===== src/rtl/operand_fetch_if.sv =====
// Operand-fetch bus: upstream decode handshake, writeback port and ALU-side outputs.
interface operand_fetch_if #(
  parameter int unsigned AW = 5
);
  logic          in_valid;
  logic          in_ready;
  logic [AW-1:0] rs_addr;
  logic [AW-1:0] rt_addr;
  logic [AW-1:0] rd_addr;
  logic          rd_we;
  logic          use_imm;
  logic          sign_ext;
  logic [15:0]   imm;
  logic [5:0]    funct;
  logic          flush;
  logic          wb_en;
  logic [AW-1:0] wb_addr;
  logic [31:0]   wb_data;
  logic          out_valid;
  logic          out_ready;
  logic [31:0]   a;
  logic [31:0]   b;
  logic [5:0]    alu_op;
  logic [AW-1:0] out_rd_addr;
  logic          out_rd_we;

  modport slave (
    input  in_valid, rs_addr, rt_addr, rd_addr, rd_we, use_imm, sign_ext, imm, funct,
           flush, wb_en, wb_addr, wb_data, out_ready,
    output in_ready, out_valid, a, b, alu_op, out_rd_addr, out_rd_we
  );

  modport master (
    output in_valid, rs_addr, rt_addr, rd_addr, rd_we, use_imm, sign_ext, imm, funct,
           flush, wb_en, wb_addr, wb_data, out_ready,
    input  in_ready, out_valid, a, b, alu_op, out_rd_addr, out_rd_we
  );
endinterface


===== src/rtl/operand_fetch.sv =====
// MIPS operand-fetch stage: register file read with writeback bypass, registered ALU operands.
// Optional per-register pending scoreboard enabled by defining OPF_SCOREBOARD_EN.
module operand_fetch #(
  parameter int unsigned NREGS = 32,
  parameter int unsigned AW    = 5
) (
  input logic            clk,
  input logic            reset_n,
  operand_fetch_if.slave bus
);
  localparam int unsigned DW = 32;
  localparam int unsigned IW = 16;
  localparam int unsigned FW = 6;

  logic [DW-1:0] regs_q [NREGS];

  logic          valid_q, valid_d;
  logic [DW-1:0] a_q, a_d;
  logic [DW-1:0] b_q, b_d;
  logic [FW-1:0] op_q, op_d;
  logic [AW-1:0] rd_q, rd_d;
  logic          we_q, we_d;

  logic          wb_live_c;
  logic          accept_c;
  logic          hazard_c;
  logic [DW-1:0] rs_val_c;
  logic [DW-1:0] rt_val_c;
  logic [DW-1:0] imm_ext_c;

  assign wb_live_c = bus.wb_en && (bus.wb_addr != '0);

  // Source reads: r0 reads zero, a live writeback to the same address wins over the array
  always_comb begin
    rs_val_c = regs_q[bus.rs_addr];
    rt_val_c = regs_q[bus.rt_addr];
    if (bus.rs_addr == '0)
      rs_val_c = '0;
    else if (wb_live_c && (bus.wb_addr == bus.rs_addr))
      rs_val_c = bus.wb_data;
    if (bus.rt_addr == '0)
      rt_val_c = '0;
    else if (wb_live_c && (bus.wb_addr == bus.rt_addr))
      rt_val_c = bus.wb_data;
  end

  assign imm_ext_c = bus.sign_ext ? {{(DW-IW){bus.imm[IW-1]}}, bus.imm}
                                  : {{(DW-IW){1'b0}}, bus.imm};

`ifdef OPF_SCOREBOARD_EN
  logic [NREGS-1:0] pend_q, pend_d;
  logic             rs_busy_c, rt_busy_c, rd_busy_c;

  // A pending register is no longer busy if its writeback lands this cycle
  assign rs_busy_c = pend_q[bus.rs_addr] && !(bus.wb_en && (bus.wb_addr == bus.rs_addr));
  assign rt_busy_c = pend_q[bus.rt_addr] && !(bus.wb_en && (bus.wb_addr == bus.rt_addr));
  assign rd_busy_c = pend_q[bus.rd_addr] && !(bus.wb_en && (bus.wb_addr == bus.rd_addr));
  assign hazard_c  = rs_busy_c || (!bus.use_imm && rt_busy_c) || (bus.rd_we && rd_busy_c);

  // Set on accept is applied last so it wins over a same-edge clear
  always_comb begin
    pend_d = pend_q;
    if (bus.wb_en)
      pend_d[bus.wb_addr] = 1'b0;
    if (bus.flush && valid_q && we_q)
      pend_d[rd_q] = 1'b0;
    if (accept_c && bus.rd_we && (bus.rd_addr != '0))
      pend_d[bus.rd_addr] = 1'b1;
  end

  always_ff @(posedge clk or negedge reset_n) begin
    if (!reset_n) pend_q <= '0;
    else          pend_q <= pend_d;
  end
`else
  assign hazard_c = 1'b0;
`endif

  assign bus.in_ready = !bus.flush && (!valid_q || bus.out_ready) && !hazard_c;
  assign accept_c     = bus.in_valid && bus.in_ready;

  always_comb begin
    valid_d = valid_q;
    a_d     = a_q;
    b_d     = b_q;
    op_d    = op_q;
    rd_d    = rd_q;
    we_d    = we_q;
    if (bus.flush) begin
      valid_d = 1'b0;
    end else if (accept_c) begin
      valid_d = 1'b1;
      a_d     = rs_val_c;
      b_d     = bus.use_imm ? imm_ext_c : rt_val_c;
      op_d    = bus.funct;
      rd_d    = bus.rd_addr;
      we_d    = bus.rd_we;
    end else if (bus.out_ready) begin
      valid_d = 1'b0;
    end
  end

  always_ff @(posedge clk or negedge reset_n) begin
    if (!reset_n) begin
      valid_q <= 1'b0;
      a_q     <= '0;
      b_q     <= '0;
      op_q    <= '0;
      rd_q    <= '0;
      we_q    <= 1'b0;
    end else begin
      valid_q <= valid_d;
      a_q     <= a_d;
      b_q     <= b_d;
      op_q    <= op_d;
      rd_q    <= rd_d;
      we_q    <= we_d;
    end
  end

  // Writeback is independent of the handshake and of flush
  always_ff @(posedge clk or negedge reset_n) begin
    if (!reset_n) begin
      for (int unsigned i = 0; i < NREGS; i++) regs_q[i] <= '0;
    end else if (wb_live_c) begin
      regs_q[bus.wb_addr] <= bus.wb_data;
    end
  end

  assign bus.out_valid   = valid_q;
  assign bus.a           = a_q;
  assign bus.b           = b_q;
  assign bus.alu_op      = op_q;
  assign bus.out_rd_addr = rd_q;
  assign bus.out_rd_we   = we_q;
endmodule


===== src/flat_wrapper.sv =====
// flat-port wrapper written by rule: the top's interface ports become plain ports
module operand_fetch_flat 
#(
  parameter int unsigned NREGS = 32,
  parameter int unsigned AW    = 5
)
  (clk, reset_n, bus_in_valid, bus_rs_addr, bus_rt_addr, bus_rd_addr, bus_rd_we, bus_use_imm, bus_sign_ext, bus_imm, bus_funct, bus_flush, bus_wb_en, bus_wb_addr, bus_wb_data, bus_out_ready, bus_in_ready, bus_out_valid, bus_a, bus_b, bus_alu_op, bus_out_rd_addr, bus_out_rd_we);
  operand_fetch_if #(.AW(AW)) bus_i ();
  input logic clk;
  input logic reset_n;
  input wire logic [$bits(bus_i.in_valid)-1:0] bus_in_valid;
  input wire logic [$bits(bus_i.rs_addr)-1:0] bus_rs_addr;
  input wire logic [$bits(bus_i.rt_addr)-1:0] bus_rt_addr;
  input wire logic [$bits(bus_i.rd_addr)-1:0] bus_rd_addr;
  input wire logic [$bits(bus_i.rd_we)-1:0] bus_rd_we;
  input wire logic [$bits(bus_i.use_imm)-1:0] bus_use_imm;
  input wire logic [$bits(bus_i.sign_ext)-1:0] bus_sign_ext;
  input wire logic [$bits(bus_i.imm)-1:0] bus_imm;
  input wire logic [$bits(bus_i.funct)-1:0] bus_funct;
  input wire logic [$bits(bus_i.flush)-1:0] bus_flush;
  input wire logic [$bits(bus_i.wb_en)-1:0] bus_wb_en;
  input wire logic [$bits(bus_i.wb_addr)-1:0] bus_wb_addr;
  input wire logic [$bits(bus_i.wb_data)-1:0] bus_wb_data;
  input wire logic [$bits(bus_i.out_ready)-1:0] bus_out_ready;
  output wire logic [$bits(bus_i.in_ready)-1:0] bus_in_ready;
  output wire logic [$bits(bus_i.out_valid)-1:0] bus_out_valid;
  output wire logic [$bits(bus_i.a)-1:0] bus_a;
  output wire logic [$bits(bus_i.b)-1:0] bus_b;
  output wire logic [$bits(bus_i.alu_op)-1:0] bus_alu_op;
  output wire logic [$bits(bus_i.out_rd_addr)-1:0] bus_out_rd_addr;
  output wire logic [$bits(bus_i.out_rd_we)-1:0] bus_out_rd_we;
  assign bus_i.in_valid = bus_in_valid;
  assign bus_i.rs_addr = bus_rs_addr;
  assign bus_i.rt_addr = bus_rt_addr;
  assign bus_i.rd_addr = bus_rd_addr;
  assign bus_i.rd_we = bus_rd_we;
  assign bus_i.use_imm = bus_use_imm;
  assign bus_i.sign_ext = bus_sign_ext;
  assign bus_i.imm = bus_imm;
  assign bus_i.funct = bus_funct;
  assign bus_i.flush = bus_flush;
  assign bus_i.wb_en = bus_wb_en;
  assign bus_i.wb_addr = bus_wb_addr;
  assign bus_i.wb_data = bus_wb_data;
  assign bus_i.out_ready = bus_out_ready;
  assign bus_in_ready = bus_i.in_ready;
  assign bus_out_valid = bus_i.out_valid;
  assign bus_a = bus_i.a;
  assign bus_b = bus_i.b;
  assign bus_alu_op = bus_i.alu_op;
  assign bus_out_rd_addr = bus_i.out_rd_addr;
  assign bus_out_rd_we = bus_i.out_rd_we;
  operand_fetch #(.NREGS(NREGS), .AW(AW)) u_core (.clk(clk), .reset_n(reset_n), .bus(bus_i));
endmodule

===== config.mk =====
export PLATFORM = sky130hd
export DESIGN_NAME = operand_fetch_flat
export DESIGN_NICKNAME = d
export VERILOG_FILES = /design/src/rtl/operand_fetch_if.sv /design/src/rtl/operand_fetch.sv /design/src/flat_wrapper.sv
export SDC_FILE = /design/constraint.sdc
export NUM_CORES = 2
export LEC_CHECK = 0
export BUFFER_PORTS_ARGS = -buffer_cell sky130_fd_sc_hd__buf_2
export CAP_MARGIN = 10
export CORE_MARGIN = 2
export CORE_UTILIZATION = 46
export CTS_BUF_LIST = sky130_fd_sc_hd__clkbuf_16
export DETAILED_ROUTE_END_ITERATION = 8
export GPL_ROUTABILITY_DRIVEN = 0
export GPL_TIMING_DRIVEN = 0
export SLEW_MARGIN = 20
export SYNTH_ARGS = -nofsm -noshare
export SYNTH_HDL_FRONTEND = slang
export SYNTH_SLANG_ARGS = --single-unit

===== constraint.sdc =====
create_clock -name clk -period 4.3 [get_ports clk]
set_clock_uncertainty 0.05 [all_clocks]
set_input_delay 0 -clock clk [delete_from_list [all_inputs] [get_ports clk]]
set_output_delay 0 -clock clk [all_outputs]
set_load 0.05 [all_outputs]

==> results_dict.tcl <==
set metrics [dict create \
    status "completed" \
    syn_area_sq_mm 0.0574 \
    cts_tree "done" \
    pre_cts_ws_ns 0.664 \
    critical-path-slowest-cell "clkbuf_1" \
    worst_slew_pin_slew_ns 1.33 \
    setup_viol 0 \
    fin_crit_ns 3.82 \
    fin_crit_sh_pct 88.9 \
    nets 4054 \
    critical-path-top-delay-family "buffers and inverters" \
    detailed_place_hpwl_microns 144000 \
    cts.sinks 1101 \
    maxSlewViolCount 0 \
    ant_nets 0 \
    wl_per_cell_microns 38.2 \
    start_util_pct 46.4 \
    required_ns 4.93 \
    ys_ff_latch 1101 \
    grt_max_degree 135 \
    postCtsSetupBuffers 0 \
    cts_resized 0 \
    die_y_microns 357 \
    syn_to_final_growth_pct 14.3 \
    drive_gt1_share_pct 52.6 \
    cts-buffers-inserted 131 \
    fin_ws_ns 0.476 \
    grt_pass1_vias 38900 \
    die_x_microns 357 \
    peakVddDrop_mv 0.442 \
    final_cell_mix "dfrtp_1 (1101), mux2_2 (992), mux4_2 (639)" \
    synth.lib_cells_used.distinct 35 \
    relSlewSlack_pct 10.7 \
    worstSetupEndpointType "flip-flop" \
    yosys_warnings 0 \
    cts_buffer_depth 3 \
    die-area_sq_mm 0.128 \
    setup_tns_ns 0 \
    cpMostUsedCell "clkbuf_1" \
    synth_flop_cell "dfrtp_1" \
    grt_setup_unrepaired "false" \
    path_buf_inv 3 \
    fin_cells 5705 \
    dp_cells 5382 \
    vias_per_cell 6.82 \
    final_common_cell "dfrtp_1" \
    cp_cell_sequence "nand2b_1, and3_1, clkbuf_1, nand2_1, clkbuf_1, o21ai_0, o41ai_1, dlygate4sd3_1" \
    p_leak_nw 28.0 \
    cap_violations 0 \
    synth.avg_cell_area_sq_um 16.0 \
    io_buffers 150 \
    crit_type "flip-flop to flip-flop" \
    initialDrtViolationCount 4967 \
    clk_latency_ns 0.76 \
    drc 0 \
    synth_edf_count 0 \
    dr.pass1.iters 6 \
    htreeDepth 4 \
    grt_antenna_before_repair 10 \
    overflow 0 \
    grt_pass1_wl_microns 303000 \
    syn_nets 3664 \
    async_flop_share_pct 100 \
    hold_viol_final 0 \
    critPathLaunchType "flip-flop" \
    core_sq_mm 0.124 \
    routed_wl_microns 218000 \
    cp.arrival_ns 4.45 \
    powerDensity_mw_per_mm2 478 \
    row_count 129 \
    max_freq_mhz 261 \
    power_mw 31.4 \
    clk_pin_slew_ns 0.06 \
    ys_seq_area_share_pct 48.0 \
    via_count 38900 \
    pin_count 161 \
    cts_root_buf "clkbuf_16" \
    hold_path_class "input port to flip-flop" \
    grt_use_total_pct 34.6 \
    cp_slowest_stage_delay_ns 1.01 \
    crit_path_max_fanout 10 \
    syn_inst 3581 \
]
-- routing by layer --
| metal | routed length [microns] | GRT usage [%] | share of wire (%) |
|---|---|---|---|
| met5 | 7 | 0 | 0.0032 |
| met2 | 96300 | 50.6 | 44 |
| met3 | 23200 | 10.4 | 11 |
| met1 | 86900 | 47.4 | 40 |
| met4 | 11600 | 16.5 | 5.3 |
-- registers in the layout (all words and copies together), names as in the netlist --
name,flops
u_core.bus.a,32
u_core.bus.alu_op,6
u_core.bus.out_valid,1
u_core.bus.b,32
u_core.regs_q,1024
u_core.bus.out_rd_addr,5
u_core.bus.out_rd_we,1
-- area by class of cell --
cell class | instances | area (sq um)
multi-input combinational | 2025 | 28100
antenna | 6 | 15.0
clock inverter | 89 | 529
clock buffer | 135 | 3380
buffer | 423 | 1820
timing repair buffer | 257 | 2080
fill | 10300 | 58200
inverter | 32 | 120
tap | 1637 | 2050
sequential | 1101 | 27600
-- worst paths after layout --
check	from	end	slack, ns	cells after the start
min	bus_wb_data[28]	u_core.regs_q[60]	0.05	3
max in group asynchronous	reset_n	u_core.regs_q[61]	2.11	6
max	u_core.bus.out_valid	u_core.bus.b[30]	0.48	8
min in group asynchronous	reset_n	u_core.regs_q[837]	0.39	4
max reg2reg	u_core.bus.out_valid	u_core.bus.b[30]	0.48	8
min reg2reg	u_core.bus.alu_op[2]	u_core.bus.alu_op[2]	0.42	2
-- cells in the mapped netlist (5+ instances only) --
| cell type | number | area, sq um |
|---|---|---|
| a21oi_1 | 31 | 155 |
| a221o_1 | 16 | 160 |
| a32oi_1 | 32 | 280 |
| buf_1 | 51 | 191 |
| buf_2 | 58 | 290 |
| clkbuf_1 | 309 | 1160 |
| dfrtp_1 | 1101 | 27600 |
| inv_1 | 32 | 120 |
| mux2_2 | 992 | 11200 |
| mux4_2 | 639 | 14400 |
| nand2_1 | 53 | 199 |
| nand2b_1 | 8 | 50.1 |
| nand3_1 | 36 | 180 |
| nand4_1 | 34 | 213 |
| nand4b_1 | 32 | 280 |
| nor2_1 | 41 | 154 |
| nor2b_1 | 35 | 219 |
| nor3_1 | 11 | 55.1 |
| o22a_1 | 15 | 131 |
| o32a_1 | 16 | 160 |
| or2_2 | 5 | 31.3 |
| xnor2_1 | 10 | 87.6 |
-- where the power goes --
| group | internal [mW] | switching (mW) | total, mW | leakage [nW] |
|---|---|---|---|---|
| clock | 5.93 | 4.53 | 10.5 | 2.07 |
| combinational | 3.88 | 3.17 | 7.06 | 11.9 |
| sequential | 12.4 | 1.51 | 13.9 | 14.1 |
-- through the flow --
stage,hold WS [ns],instance area [sq um],utilization (%)
floorplan,-0.346,57400,-
global route,0.0557,65600,53.0
CTS,0.00108,65600,53.0
global placement,0.138,60200,48.6
detailed placement,-0.103,60700,49.1
finish,0.0547,65600,53.0
-- kinds of logic (layout without fill, tap and decap cells) --
| logic type | count (synthesis) | count (layout) | share of synthesized area, % |
|---|---|---|---|
| other | 0 | 6 | 0 |
| AOI/OAI and AO/OA | 120 | 120 | 1.67 |
| DFF | 1101 | 1101 | 48.0 |
| muxes | 1635 | 1635 | 44.6 |
| and+or+nand+nor | 260 | 260 | 2.46 |
| buffers and inverters | 455 | 936 | 3.15 |
| xor gates and xnor gates | 10 | 10 | 0.153 |
-- worst reg2reg max path: stages (launching register included) --
cell and delay (ns):
dfrtp_1 0.36, nand2b_1 0.08, and3_1 0.18, clkbuf_1 0.36, nand2_1 0.73, clkbuf_1 1.01, o21ai_0 0.26, o41ai_1 0.13
dlygate4sd3_1 0.60
-- what timing repair did --
item	CTS	global route
hold endpoints to repair	1087	0
endpoints found under the setup margin	0	0
hold buffers	91	0
Power figures use the tool's default switching activity.
